$ cat src/rtl/uart_pkg.sv
// uart_pkg: shared types and constants for the UART TX arbiter.
//   arb_state_t     - arbiter FSM states (IDLE, BUSY)
//   DEFAULT_TIMEOUT - default stall limit in clk cycles
//   rr_next         - next index in a modulo-n rotation
package uart_pkg;

    typedef enum logic [0:0] {
        IDLE = 1'b0,
        BUSY = 1'b1
    } arb_state_t;

    localparam int unsigned DEFAULT_TIMEOUT = 1024;

    // Successor of idx in the ring 0..n-1.
    function automatic int unsigned rr_next(input int unsigned idx, input int unsigned n);
        return (idx + 1 >= n) ? 0 : idx + 1;
    endfunction

endpackage

$ cat src/rtl/rr_pick.sv
// rr_pick: combinational round-robin selector.
// Returns the first requester strictly after last_owner, in ring order, whose request
// bit is set; last_owner itself is examined last.
//   req        in   NREQ   request vector
//   last_owner in   IDXW   index that was served most recently
//   idx        out  IDXW   selected index (0 when none)
//   any        out  1      at least one request is set
module rr_pick
    import uart_pkg::*;
#(
    parameter int unsigned NREQ = 4,
    localparam int unsigned IDXW = $clog2(NREQ)
) (
    input  logic [NREQ-1:0] req,
    input  logic [IDXW-1:0] last_owner,
    output logic [IDXW-1:0] idx,
    output logic            any
);

    always_comb begin
        int unsigned cand;
        idx  = '0;
        any  = 1'b0;
        cand = 32'(last_owner);
        // Walk the whole ring once; the first hit wins.
        for (int unsigned k = 0; k < NREQ; k++) begin
            cand = rr_next(cand, NREQ);
            if (!any && req[cand]) begin
                any = 1'b1;
                idx = IDXW'(cand);
            end
        end
    end

endmodule

$ cat src/rtl/uart_tx_arb.sv
// uart_tx_arb: message-level round-robin arbiter feeding one UART TX byte stream.
// A requester is granted for a whole message (until a byte with req_last transfers).
// Arbitration takes one IDLE cycle; while BUSY the owner's handshake is passed straight
// through to the TX path.
//
// Optional feature (macro UART_TX_ARB_TIMEOUT_EN): a stall counter that releases the
// grant with a one-cycle abort pulse after TIMEOUT consecutive cycles in which the owner
// has no byte to offer. Without the macro the grant is held indefinitely and abort is 0.
//
// Ports:
//   clk        in   1         clock, rising edge
//   rst_n      in   1         asynchronous active-low reset
//   req_valid  in   NREQ      per-requester byte valid
//   req_data   in   NREQ*8    per-requester byte, requester i at [8*i +: 8]
//   req_last   in   NREQ      final byte of a message
//   req_ready  out  NREQ      per-requester byte accepted
//   tx_valid   out  1         byte valid toward TX path
//   tx_data    out  8         byte toward TX path
//   tx_ready   in   1         TX path accepts the byte
//   grant_id   out  log2 NREQ current owner index
//   busy       out  1         a message is in progress
//   abort      out  1         one-cycle pulse on timeout release
module uart_tx_arb
    import uart_pkg::*;
#(
    parameter int unsigned NREQ    = 4,
    parameter int unsigned TIMEOUT = DEFAULT_TIMEOUT
) (
    input  logic                    clk,
    input  logic                    rst_n,
    input  logic [NREQ-1:0]         req_valid,
    input  logic [NREQ*8-1:0]       req_data,
    input  logic [NREQ-1:0]         req_last,
    output logic [NREQ-1:0]         req_ready,
    output logic                    tx_valid,
    output logic [7:0]              tx_data,
    input  logic                    tx_ready,
    output logic [$clog2(NREQ)-1:0] grant_id,
    output logic                    busy,
    output logic                    abort
);

    localparam int unsigned IDXW = $clog2(NREQ);

    arb_state_t      state_q;
    logic [IDXW-1:0] grant_q;
    logic [IDXW-1:0] last_owner_q;
    logic [IDXW-1:0] pick_idx;
    logic            pick_any;
    logic            own_valid;
    logic            own_last;
    logic            xfer;

    rr_pick #(
        .NREQ(NREQ)
    ) u_rr_pick (
        .req        (req_valid),
        .last_owner (last_owner_q),
        .idx        (pick_idx),
        .any        (pick_any)
    );

    assign own_valid = req_valid[grant_q];
    assign own_last  = req_last[grant_q];
    assign xfer      = (state_q == BUSY) && own_valid && tx_ready;

    // Owner handshake passes through combinationally; everything is quiet in IDLE.
    always_comb begin
        tx_valid  = 1'b0;
        tx_data   = 8'h00;
        req_ready = '0;
        if (state_q == BUSY) begin
            tx_valid           = own_valid;
            tx_data            = req_data[32'(grant_q)*8 +: 8];
            req_ready[grant_q] = tx_ready;
        end
    end

    assign busy     = (state_q == BUSY);
    assign grant_id = grant_q;

`ifdef UART_TX_ARB_TIMEOUT_EN
    localparam int unsigned CNTW = $clog2(TIMEOUT + 1);

    logic [CNTW-1:0] stall_q;
    logic            abort_q;

    assign abort = abort_q;
`else
    // TIMEOUT only matters when the stall counter is built.
    logic unused_timeout;
    assign unused_timeout = ^TIMEOUT;
    assign abort          = 1'b0;
`endif

    always_ff @(posedge clk or negedge rst_n) begin
        if (!rst_n) begin
            state_q      <= IDLE;
            grant_q      <= '0;
            // Ring starts just before requester 0 so it has first priority.
            last_owner_q <= IDXW'(NREQ - 1);
`ifdef UART_TX_ARB_TIMEOUT_EN
            stall_q      <= '0;
            abort_q      <= 1'b0;
`endif
        end else begin
`ifdef UART_TX_ARB_TIMEOUT_EN
            abort_q <= 1'b0;
`endif
            case (state_q)
                IDLE: begin
                    if (pick_any) begin
                        grant_q <= pick_idx;
                        state_q <= BUSY;
`ifdef UART_TX_ARB_TIMEOUT_EN
                        stall_q <= '0;
`endif
                    end
                end
                BUSY: begin
                    if (xfer && own_last) begin
                        last_owner_q <= grant_q;
                        state_q      <= IDLE;
                    end
`ifdef UART_TX_ARB_TIMEOUT_EN
                    // Only an absent owner byte counts as a stall; TX backpressure holds.
                    if (xfer) begin
                        stall_q <= '0;
                    end else if (!own_valid) begin
                        if (stall_q == CNTW'(TIMEOUT - 1)) begin
                            abort_q      <= 1'b1;
                            last_owner_q <= grant_q;
                            state_q      <= IDLE;
                            stall_q      <= '0;
                        end else begin
                            stall_q <= stall_q + 1'b1;
                        end
                    end
`endif
                end
                default: state_q <= IDLE;
            endcase
        end
    end

endmodule

$ cat config.mk
export PLATFORM = sky130hd
export DESIGN_NAME = uart_tx_arb
export DESIGN_NICKNAME = d
export VERILOG_FILES = /design/src/rtl/uart_pkg.sv /design/src/rtl/rr_pick.sv /design/src/rtl/uart_tx_arb.sv
export SDC_FILE = /design/constraint.sdc
export NUM_CORES = 1
export LEC_CHECK = 0
export BUFFER_PORTS_ARGS = -buffer_cell sky130_fd_sc_hd__buf_2
export CAP_MARGIN = 20
export CORE_UTILIZATION = 46
export CTS_CLUSTER_SIZE = 8
export DETAILED_ROUTE_END_ITERATION = 7
export PLACE_DENSITY = 0.85
export SYNTH_ARGS = -nofsm -noshare
export SYNTH_HDL_FRONTEND = slang
export SYNTH_SLANG_ARGS = --single-unit
export TNS_END_PERCENT = 20
$ cat constraint.sdc
create_clock -name clk -period 4.2 [get_ports clk]
set_input_delay 0.21 -clock clk [delete_from_list [all_inputs] [get_ports clk]]
set_output_delay 0.21 -clock clk [all_outputs]
set_load 0.1 [all_outputs]
==> results <==
- The flow ran to the end, and the final reports show no timing, DRC or antenna violations.
- The layout has 178 filler cells.
- Summed over all failing endpoints, the final setup total negative slack is 0 ns.
- Measured against its own limit, the worst slew margin works out to 0.522.
- The number of buffers inserted to repair setup after CTS is 0.
- The final layout contains routed wiring with a total length of 2710 um.
- For this run, design rule violations remaining after detail routing come to 0.
- Post-CTS repair changed the size of 0 cells.
- By startpoint and endpoint, the worst setup path is classified as flip-flop to flip-flop.
- For this run, the number of Yosys warnings is 0.
- On the final layout, the worst clock skew is 0.00270 ns.
- The start of the worst register-to-register path is last_owner_q[0]$_DFFE_PN1P_.
- The largest incremental delay on the critical path is 0.71 ns.
- The number of cells traversed by the worst register-to-register path is 7.
- The number of global-route vias before repair is 894.
- In this run, synthesis inferred 0 flip-flops with an integrated enable.
- The half-perimeter wire length after detailed placement is 2160 um.
- At the pin with the least slew margin, the transition time is 0.717 ns.
- Port buffering added 58 buffers.
- The tree is rooted in a sky130_fd_sc_hd__clkbuf_4.
- The worst setup path is launched from a flip-flop.
- The highest clock rate is 340 MHz.
- The endpoint of the lowest-slack register-to-register path is grant_id[1]$_DFFE_PN0P_.
- The area growth from synthesis to final layout is 32.8%.
- The largest individual stage delay along the critical path comes from the cell sky130_fd_sc_hd__dfstp_2.
- The type of the tightest min-delay check is input port to async pin.
- The boundary pin count is 60.
- The die covers 2270 um^2.
- Setup repair after global routing left no endpoint under its margin.
- The detail-routed via count per cell is 5.70.
- STA puts the critical path data arrival time at 3.07 ns.
- After detailed routing, the average wire length per cell comes to 14.5 um.
- The overall overflow remaining after global route is 0.
- The sequential cell area fraction in the yosys report is 0.133.
- The count of final max-slew check failures is 0.
- Setup violations remaining at the end of the flow were counted as 0.
- Max-cap violations in this run came to 0.
- The initial antenna violation count came to 0.
- The number of distinct library cell variants in the gate-level netlist after synthesis is 42.
- The number of nets handed over by synthesis was 154.
- For this block, the initial DRC count from the detailed router was 23.
- In the final layout, the share of cells above drive strength 1 is 0.494.
- In this run the register-to-register setup slack is 1.26 ns.
- The post-synthesis area per instance is 9.04 um^2.
- After the last flow step, the layout net total stands at 209.
- The TritonCTS clock tree is done.
- The detailed-routing iteration count for the pre-antenna-repair pass is 4.
- The critical path goes through inv_1 > ha_1 > or3b_1 > a2111oi_0 > a221o_1 > a21oi_2 > mux2_4.
- Data on the critical path is required at its endpoint by 4.33 ns.
- No sink is reached through more buffers than the 2 on the longest clock path.
- 0 antenna diodes ended up in the layout.
- For the worst-skew pair, the clock arrives at the later sink with an insertion delay of 0.24 ns.
- In this run the core area contains 16 standard-cell rows.
- The cell count after synthesis is 106.
- Entering global routing, the biggest net connects 18 pins.
- The routed design could run at a clock period as short as 2.94 ns.
- The total number of H-tree levels is 1.
- The area of the core region is 1960 um^2.
- The floorplan die height is 47.6 um.
- For this run, the total global-route usage over all layers was measured as 0.248.
- The count of nets left with antenna violations once routing finished came out at 0.
- The predominant post-synthesis flop cell is sky130_fd_sc_hd__dfrtp_1.
- The origin of the worst setup path is last_owner_q[0]$_DFFE_PN1P_.
- In this run the horizontal extent of the chip is 47.6 um.
- The post-synthesis async set-or-reset flop share is 1.00.
- Along the worst path, the maximum fanout reaches 17.
- The final weighted congestion of routability-driven global placement is 0.869.
- The number of hold buffers added after CTS was 1.
- The detailed-route via count is 1,065.
- The number of synthesized register bits is 5.
- After clock tree synthesis, the clock-pin slew on the worst setup and hold paths is 0.04 ns.
- After synthesis the cells add up to 958 um^2.
- The number of hold-slack violations in the final timing report came to 0.
- The clock sink total is 5.
- The first-pass GRT wire length is 3880 um.
- The number of CTS-inserted buffers is 3.
- Dividing the final minimum period by the clock period gives 0.701.
- The worst setup path is captured at a flip-flop.
- The initial cell density of the core is 0.489.
[synth_stat cells, drive strengths merged (2+ instances only)]
library cell	count	area, um^2
a2111oi	2	17.5
a211oi	3	22.5
a21o	2	15.0
a21oi	4	23.8
and2	11	68.8
buf	3	23.8
clkbuf	6	22.5
dfrtp	3	75.1
dfstp	2	52.6
ha	5	62.6
inv	5	18.8
mux2	2	26.3
mux2i	3	30.0
mux4	10	225
nand2	4	15.0
nand3	4	20.0
nand4	2	12.5
nor2	6	22.5
nor3	2	10.0
o21a	2	15.0
o21ai	8	43.8
o21bai	2	18.8
or3	2	12.5
[layer usage]
metal | routed length, um | global-route usage
met2 | 1380 | 0.430
met1 | 1110 | 0.300
met4 | 34 | 0.106
met3 | 187 | 0.0491
met5 | 0 | 0
[critical path, delay by kind of cell (launching register included)]
family                     cells  cell delay [ns]
adders and majority gates      1             0.44
muxes                          1             0.31
buffers and inverters          1             0.15
DFF                            1             0.71
and+or+nand+nor                1             0.40
AOI/OAI and AO/OA              3             0.81
[layout by cell type (no fill, tap or decap), types with 4 or more instances in the layout]
master,Yosys,final
sky130_fd_sc_hd__buf_2,1,58
sky130_fd_sc_hd__and2_1,11,11
sky130_fd_sc_hd__mux4_2,10,10
sky130_fd_sc_hd__o21ai_0,7,7
sky130_fd_sc_hd__nor2_1,6,6
sky130_fd_sc_hd__inv_1,5,5
sky130_fd_sc_hd__ha_1,5,5
sky130_fd_sc_hd__nand2_1,4,4
sky130_fd_sc_hd__nand3_1,4,4
[logic make-up (layout without fill, tap and decap cells)]
group	Yosys count	count (layout)	synth area share
other cells	1	1	0.00391
buf+inv	14	68	0.0679
fa+ha+maj	5	5	0.0653
compound gates	29	29	0.222
flops	5	5	0.133
mux	15	15	0.294
simple gates	37	37	0.214
[state kept, by name, summed over array words and instances, names as in the netlist]
name	count
busy	1
last_owner_q	2
grant_id	2
[worst max path at each step]
| stage | end | depth (start not counted) |
|---|---|---|
| 2_1_floorplan | req_ready[2] | 3 |
| 3_3_place_gp | grant_id[1]$_DFFE_PN0P_ | 7 |
| 3_5_place_dp | grant_id[1]$_DFFE_PN0P_ | 7 |
| 4_1_cts | grant_id[1]$_DFFE_PN0P_ | 7 |
| 5_1_grt | grant_id[1]$_DFFE_PN0P_ | 7 |
| 6_report | grant_id[1]$_DFFE_PN0P_ | 7 |
[stage by stage]
step	util	cell area, um^2	setup slack (ns)	hold WS, ns	std cells
2_1_floorplan	-	958	0.440	-0.0856	106
3_3_place_gp	0.630	1240	1.45	0.0240	182
3_5_place_dp	0.630	1240	1.29	0.0270	182
4_1_cts	0.649	1270	1.28	0.318	187
5_1_grt	0.649	1270	0.993	0.315	187
6_report	0.649	1270	1.26	0.317	187
[area by class of cell]
cell class,instances,area (um^2),share of cell area
Sequential cell,5,128,0.100
Inverter,5,18.8,0.0147
Multi-Input combinational cell,87,766,0.602
Tap cell,27,33.8,0.0265
Timing Repair Buffer,59,300,0.236
Clock buffer,4,26.3,0.0206
Power is not shown: default switching activity piles up to over one toggle a cycle in this logic, so the estimate is an artifact.
